**config.mk**
```make
export PLATFORM = sky130hd
export DESIGN_NAME = uart_tx_fifo_flat
export DESIGN_NICKNAME = d
export VERILOG_FILES = /design/src/rtl/uart_pkg.sv /design/src/rtl/uart_tx_fifo_if.sv /design/src/rtl/uart_sync_fifo.sv /design/src/rtl/uart_tx_fifo.sv /design/src/flat_wrapper.sv
export SDC_FILE = /design/constraint.sdc
export NUM_CORES = 1
export LEC_CHECK = 0
export CAP_MARGIN = 40
export CORE_MARGIN = 2
export CORE_UTILIZATION = 40
export CTS_BUF_LIST = sky130_fd_sc_hd__clkbuf_16
export CTS_CLUSTER_DIAMETER = 100
export DETAILED_ROUTE_END_ITERATION = 8
export DONT_BUFFER_PORTS = 1
export PLACE_DENSITY = 0.66
export SLEW_MARGIN = 40
export SYNTH_ARGS = -nofsm -noshare
export SYNTH_HDL_FRONTEND = slang
export SYNTH_SLANG_ARGS = --single-unit
```
**constraint.sdc**
```tcl
create_clock -name clk -period 3.56 [get_ports clk]
set_input_delay 0.356 -clock clk [delete_from_list [all_inputs] [get_ports clk]]
set_output_delay 0.356 -clock clk [all_outputs]
set_load 0.02 [all_outputs]
```
**src/rtl/uart_pkg.sv**
```systemverilog
// Shared types and helpers for the parametrised UART transmitter.
package uart_pkg;

  typedef enum logic [1:0] {PAR_NONE, PAR_EVEN, PAR_ODD, PAR_RSVD} parity_e;

  typedef enum logic [2:0] {IDLE, START, DATA, PARITY, STOP} tx_state_e;

  localparam int DATA_BITS_BASE = 5;

  // Even parity is the XOR of the first nbits data bits; odd parity is its inverse.
  function automatic logic parity_bit(input logic [7:0] data, input logic [3:0] nbits,
                                      input parity_e mode);
    logic p;
    p = 1'b0;
    for (int i = 0; i < 8; i++) begin
      if (4'(i) < nbits) p = p ^ data[i];
    end
    return (mode == PAR_ODD) ? ~p : p;
  endfunction

  function automatic logic parity_en(input parity_e mode);
    return (mode == PAR_EVEN) || (mode == PAR_ODD);
  endfunction

endpackage

```
**src/rtl/uart_tx_fifo_if.sv**
```systemverilog
// Byte-wide valid/ready handshake between the register block and the transmitter.
interface uart_tx_fifo_if;
  logic [7:0] tx_data;
  logic       tx_valid;
  logic       tx_ready;

  modport master (output tx_data, output tx_valid, input tx_ready);
  modport slave  (input tx_data, input tx_valid, output tx_ready);
endinterface

```
**src/rtl/uart_sync_fifo.sv**
```systemverilog
// Single-clock FIFO with occupancy count; pointers wrap modulo a power-of-two depth.
module uart_sync_fifo #(
  parameter int WIDTH = 8,
  parameter int DEPTH = 4,
  localparam int AW = $clog2(DEPTH),
  localparam int LW = AW + 1
) (
  input  logic             clk,
  input  logic             rst,
  input  logic             push,
  input  logic             pop,
  input  logic [WIDTH-1:0] din,
  output logic [WIDTH-1:0] dout,
  output logic             full,
  output logic             empty,
  output logic [LW-1:0]    level
);

  logic [WIDTH-1:0] mem_q [DEPTH];
  logic [AW-1:0]    wr_ptr_q, rd_ptr_q;
  logic [LW-1:0]    level_q;
  logic             do_push, do_pop;

  assign full    = (level_q == LW'(DEPTH));
  assign empty   = (level_q == '0);
  assign level   = level_q;
  assign dout    = mem_q[rd_ptr_q];
  assign do_push = push && !full;
  assign do_pop  = pop && !empty;

  always_ff @(posedge clk) begin
    if (do_push) mem_q[wr_ptr_q] <= din;
  end

  always_ff @(posedge clk) begin
    if (!rst) begin
      wr_ptr_q <= '0;
      rd_ptr_q <= '0;
      level_q  <= '0;
    end else begin
      if (do_push) wr_ptr_q <= wr_ptr_q + AW'(1);
      if (do_pop)  rd_ptr_q <= rd_ptr_q + AW'(1);
      case ({do_push, do_pop})
        2'b10:   level_q <= level_q + LW'(1);
        2'b01:   level_q <= level_q - LW'(1);
        default: level_q <= level_q;
      endcase
    end
  end

endmodule

```
**src/rtl/uart_tx_fifo.sv**
```systemverilog
// UART transmitter with runtime divisor and frame format, fed from an internal FIFO.
//   state  | meaning
//   IDLE   | line high; pops the next byte and latches its frame config
//   START  | start bit (0) for one bit period
//   DATA   | data bits LSB first, bit_q selects the bit on the line
//   PARITY | even/odd parity bit, skipped when parity is disabled
//   STOP   | one or two stop bits (1), then back to IDLE for one cycle
module uart_tx_fifo import uart_pkg::*; #(
  parameter int DIV_W      = 16,
  parameter int FIFO_DEPTH = 4,
  parameter int RESET_DIV  = 868
) (
  input  logic                          clk,
  input  logic                          rst,
  uart_tx_fifo_if.slave                 tx_if,
  input  logic [DIV_W-1:0]              baud_div,
  input  logic [1:0]                    cfg_data_bits,
  input  logic [1:0]                    cfg_parity,
  input  logic                          cfg_stop2,
  output logic                          tx,
  output logic                          busy,
  output logic [$clog2(FIFO_DEPTH):0]   fifo_level
);

  if (FIFO_DEPTH < 2 || (FIFO_DEPTH & (FIFO_DEPTH - 1)) != 0 || RESET_DIV >= 2**DIV_W)
  begin : g_param_check
    $error("uart_tx_fifo: FIFO_DEPTH must be a power of two >= 2 and RESET_DIV fit DIV_W");
  end

  logic [7:0]       fifo_dout;
  logic             fifo_full, fifo_empty, push, pop, bit_end;
  tx_state_e        state_q;
  logic [DIV_W-1:0] div_q, cnt_q;
  logic [7:0]       byte_q;
  logic [2:0]       bit_q, last_q;
  parity_e          par_q;
  logic             stop2_q, tx_q;

  assign tx_if.tx_ready = !fifo_full;
  assign push    = tx_if.tx_valid && !fifo_full;
  assign pop     = (state_q == IDLE) && !fifo_empty;
  assign bit_end = (cnt_q == div_q - DIV_W'(1));
  assign tx      = tx_q;
  assign busy    = (state_q != IDLE) || (fifo_level != '0);

  uart_sync_fifo #(.WIDTH(8), .DEPTH(FIFO_DEPTH)) u_fifo (
    .clk   (clk),
    .rst   (rst),
    .push  (push),
    .pop   (pop),
    .din   (tx_if.tx_data),
    .dout  (fifo_dout),
    .full  (fifo_full),
    .empty (fifo_empty),
    .level (fifo_level)
  );

  always_ff @(posedge clk) begin
    if (!rst) begin
      state_q <= IDLE;
      tx_q    <= 1'b1;
      cnt_q   <= '0;
      bit_q   <= '0;
      div_q   <= '0;
      byte_q  <= '0;
      last_q  <= '0;
      par_q   <= PAR_NONE;
      stop2_q <= 1'b0;
    end else if (state_q == IDLE) begin
      tx_q <= 1'b1;
      if (pop) begin
        // Frame config is frozen here so mid-frame input changes only affect later frames.
        state_q <= START;
        tx_q    <= 1'b0;
        cnt_q   <= '0;
        bit_q   <= '0;
        byte_q  <= fifo_dout;
        div_q   <= (baud_div == '0) ? DIV_W'(1) : baud_div;
        last_q  <= 3'(DATA_BITS_BASE - 1) + {1'b0, cfg_data_bits};
        par_q   <= parity_e'(cfg_parity);
        stop2_q <= cfg_stop2;
      end
    end else if (!bit_end) begin
      cnt_q <= cnt_q + DIV_W'(1);
    end else begin
      cnt_q <= '0;
      case (state_q)
        START: begin
          state_q <= DATA;
          bit_q   <= '0;
          tx_q    <= byte_q[0];
        end
        DATA: begin
          if (bit_q == last_q) begin
            bit_q <= '0;
            if (parity_en(par_q)) begin
              state_q <= PARITY;
              tx_q    <= parity_bit(byte_q, {1'b0, last_q} + 4'd1, par_q);
            end else begin
              state_q <= STOP;
              tx_q    <= 1'b1;
            end
          end else begin
            bit_q <= bit_q + 3'd1;
            tx_q  <= byte_q[bit_q + 3'd1];
          end
        end
        PARITY: begin
          state_q <= STOP;
          tx_q    <= 1'b1;
        end
        STOP: begin
          tx_q <= 1'b1;
          if (stop2_q && bit_q == 3'd0) begin
            bit_q <= 3'd1;
          end else begin
            state_q <= IDLE;
            bit_q   <= '0;
          end
        end
        default: begin
          state_q <= IDLE;
          tx_q    <= 1'b1;
        end
      endcase
    end
  end

endmodule

```
**src/flat_wrapper.sv**
```systemverilog
// flat-port wrapper written by rule: the top's interface ports become plain ports
module uart_tx_fifo_flat import uart_pkg::*;
#(
  parameter int DIV_W      = 16,
  parameter int FIFO_DEPTH = 4,
  parameter int RESET_DIV  = 868
)
  (clk, rst, baud_div, cfg_data_bits, cfg_parity, cfg_stop2, tx, busy, fifo_level, tx_if_tx_data, tx_if_tx_valid, tx_if_tx_ready);
  uart_tx_fifo_if tx_if_i ();
  input  logic clk;
  input  logic rst;
  input  logic [DIV_W-1:0] baud_div;
  input  logic [1:0] cfg_data_bits;
  input  logic [1:0] cfg_parity;
  input  logic cfg_stop2;
  output logic tx;
  output logic busy;
  output logic [$clog2(FIFO_DEPTH):0] fifo_level;
  input wire logic [$bits(tx_if_i.tx_data)-1:0] tx_if_tx_data;
  input wire logic [$bits(tx_if_i.tx_valid)-1:0] tx_if_tx_valid;
  output wire logic [$bits(tx_if_i.tx_ready)-1:0] tx_if_tx_ready;
  assign tx_if_i.tx_data = tx_if_tx_data;
  assign tx_if_i.tx_valid = tx_if_tx_valid;
  assign tx_if_tx_ready = tx_if_i.tx_ready;
  uart_tx_fifo #(.DIV_W(DIV_W), .FIFO_DEPTH(FIFO_DEPTH), .RESET_DIV(RESET_DIV)) u_core (.clk(clk), .rst(rst), .tx_if(tx_if_i), .baud_div(baud_div), .cfg_data_bits(cfg_data_bits), .cfg_parity(cfg_parity), .cfg_stop2(cfg_stop2), .tx(tx), .busy(busy), .fifo_level(fifo_level));
endmodule
```
==> flow_metrics.tcl <==
set metrics [dict create \
    status "finished, final reports clean" \
    hpwlAfterDp_um 7755 \
    sw_frac_of_total 0.4112 \
    drt_iter0_drc 223 \
    fill_cells 1142 \
    synth_cell_type_count 75 \
    critical_path.max_fanout 7 \
    power_mw 4.542 \
    die_y_um 115.5 \
    finalInstanceArea_um2 5350 \
    grt_pass1_vias 3490 \
    peakVddDrop_mv 0.5935 \
    root_buffer "clkbuf_16" \
    seq_power_share 0.358 \
    path_clk_slew_ps 70 \
    maxCapViolations 0 \
    design.core.area_um2 12060 \
    cts.sinks 92 \
    synthesis.area_um2 4976 \
    p_clk_frac 0.225 \
    synth_top_cell_by_area "dfxtp_1" \
    initial_utilization 0.4126 \
    hold_viol 0 \
    fmax_mhz 322.9 \
    die_area_um2 13350 \
    cts.path.max_buffers 2 \
    drc 0 \
    final-setup-viol-count 0 \
    syn_nets 574 \
    row_count 40 \
    fin_setup_tns_ps 0 \
    fin_skew_ps 7.847 \
    p_per_area_nw_per_um2 848.9 \
    switching_power_mw 1.867 \
    synth_edf_count 32 \
    routed_via_density 5.532 \
    async_flop_share 0 \
    firstDrtPassIters 5 \
    p_int_mw 2.674 \
    cp-start-kind "register" \
    hold_buffers 0 \
    ys_ff_latch 92 \
    slew_viol_final 0 \
    arrival_ps 3380 \
    grt_pass1_wl_um 17370 \
    io_pins 38 \
    final_layout_size_suffix_gt1_frac 0.09109 \
    wl_per_cell_um 15.32 \
    crit_type "reg2reg" \
    syn_area_per_cell_um2 9.424 \
    cp_data_required_time_ps 3840 \
    grt-ovfl-total 0 \
    relSlewSlack 0.5887 \
    synthFlopType "dfxtp_1" \
    cp-end-kind "register" \
    ant_nets 0 \
    portBuffers 0 \
    post-cts-setup-buffer-count 0 \
    place_congestion 0.9086 \
    place_area_um2 5025 \
    synth_area_leaders "dfxtp_1 (24%), edfxtp_1 (19%), nand2_1 (6.8%), a21oi_1 (4.7%), mux4_2 (4.5%)" \
    area_growth_pct 7.518 \
    die_w_um 115.5 \
    fin_util 0.4436 \
    power_leakage_nw 1.860 \
    fin_crit_ps 3097 \
    htreeDepth 3 \
    via_count 3784 \
    antenna_cells 0 \
    ys_seq_area_frac 0.4345 \
    grt_max_degree 47 \
    hp-class "in2reg" \
    clk_latency_ps 350 \
    synth_cells 528 \
    rsz0062_at_grt "false" \
    fin_crit_sh 0.8699 \
    nets 557 \
    cts_buffers 9 \
    yosysMostFrequentCell "nand2_1" \
    cts_resized 0 \
    synth_top_area_share 0.2414 \
    grt_usage 0.1655 \
    wl_um 10480 \
    cts_tree "done" \
    tightestPinTransition_ps 612.2 \
    synth_warnings 0 \
    power_frac_comb 0.417 \
    synth_commonest_cells "nand2_1 (90), dfxtp_1 (60), a21oi_1 (47)" \
    grt_antenna_before_repair 0 \
]
-- cell families after synthesis --
family / count (synthesis) / synth area share
and+or+nand+nor: 217 / 0.2268
AOI/OAI and AO/OA: 110 / 0.1403
DFF: 92 / 0.4345
buffers and inverters: 50 / 0.05129
xor gates and xnor gates: 33 / 0.06085
adders and majority gates: 14 / 0.03671
muxes: 12 / 0.04954
-- worst paths after layout --
check	from	slack, ps	depth (start not counted)	end
setup / recovery	u_core.div_q[0]$_SDFFE_PN0P_	460	10	u_core.state_q[1]$_SDFFE_PN0P_
hold / removal	tx_if_tx_data[1]	100	0	u_core.u_fifo.mem_q[3][1]$_DFFE_PP_
setup reg to reg	u_core.div_q[0]$_SDFFE_PN0P_	460	10	u_core.state_q[1]$_SDFFE_PN0P_
hold reg to reg	u_core.par_q[0]$_SDFFE_PN0P_	460	2	u_core.par_q[0]$_SDFFE_PN0P_
-- power groups by stage --
stage                     registers [mW]  logic [mW]  clock network [mW]
final                               1.63        1.89                1.02
after global routing                1.67        2.12                1.09
after CTS                           1.63        1.90                1.05
after detailed placement            1.65        1.89                   0
after global placement              1.64        1.84                   0
after floorplan                     1.49        1.65                   0
-- critical path: stages, from the launching register on --
cell       delay [ps]
dfxtp_1           430
inv_1              70
ha_1              300
xor2_1            140
nand2_1            70
nor4_1            350
or3b_1            370
a2111oi_0         420
a21oi_1           230
or4b_1            500
a31oi_1           160
-- stage by stage --
stage	setup slack [ps]	hold slack [ps]	cells
floorplan	564.9	434.0	528
global placement	533.9	447.0	668
detailed placement	467.5	455.0	668
CTS	450.9	86.51	684
global route	205.2	82.63	684
finish	463.2	97.15	684
-- area by class of cell --
| type | instances | area [um^2] | share of cell area |
|---|---|---|---|
| Multi-Input combinational cell | 386 | 2561 | 0.4787 |
| Sequential cell | 92 | 2162 | 0.4041 |
| Clock buffer | 9 | 225.2 | 0.04210 |
| Tap cell | 168 | 210.2 | 0.03929 |
| Clock inverter | 7 | 97.59 | 0.01824 |
| Inverter | 19 | 71.32 | 0.01333 |
| Timing Repair Buffer | 3 | 22.52 | 0.004210 |
-- sequential cells by signal, summed over array words and instances, names as in the netlist --
register and count:
u_core.tx 1, u_core.u_fifo.wr_ptr_q 2, u_core.stop2_q 1, u_core.div_q 16, u_core.cnt_q 16, u_core.u_fifo.rd_ptr_q 2, u_core.byte_q 8, u_core.last_q 3
u_core.u_fifo.level 3, u_core.bit_q 3, u_core.par_q 2, u_core.state_q 3, u_core.u_fifo.mem_q 32
-- cell usage in the layout, fill, tap and decap left out, drive strengths merged, types with 15 or more instances in the layout --
master,n
dfxtp,60
edfxtp,32
o21ai,23
nor3,15
inv,24
a21oi,48
nand2,90
xnor2,18
nand3,18
nor2,23
-- layer usage --
layer	GRT usage	routed length (um)
met2	0.2643	4950
met3	0.04236	566
met1	0.2205	4804
met4	0.05382	156
met5	0	0
Power figures use the tool's default switching activity.
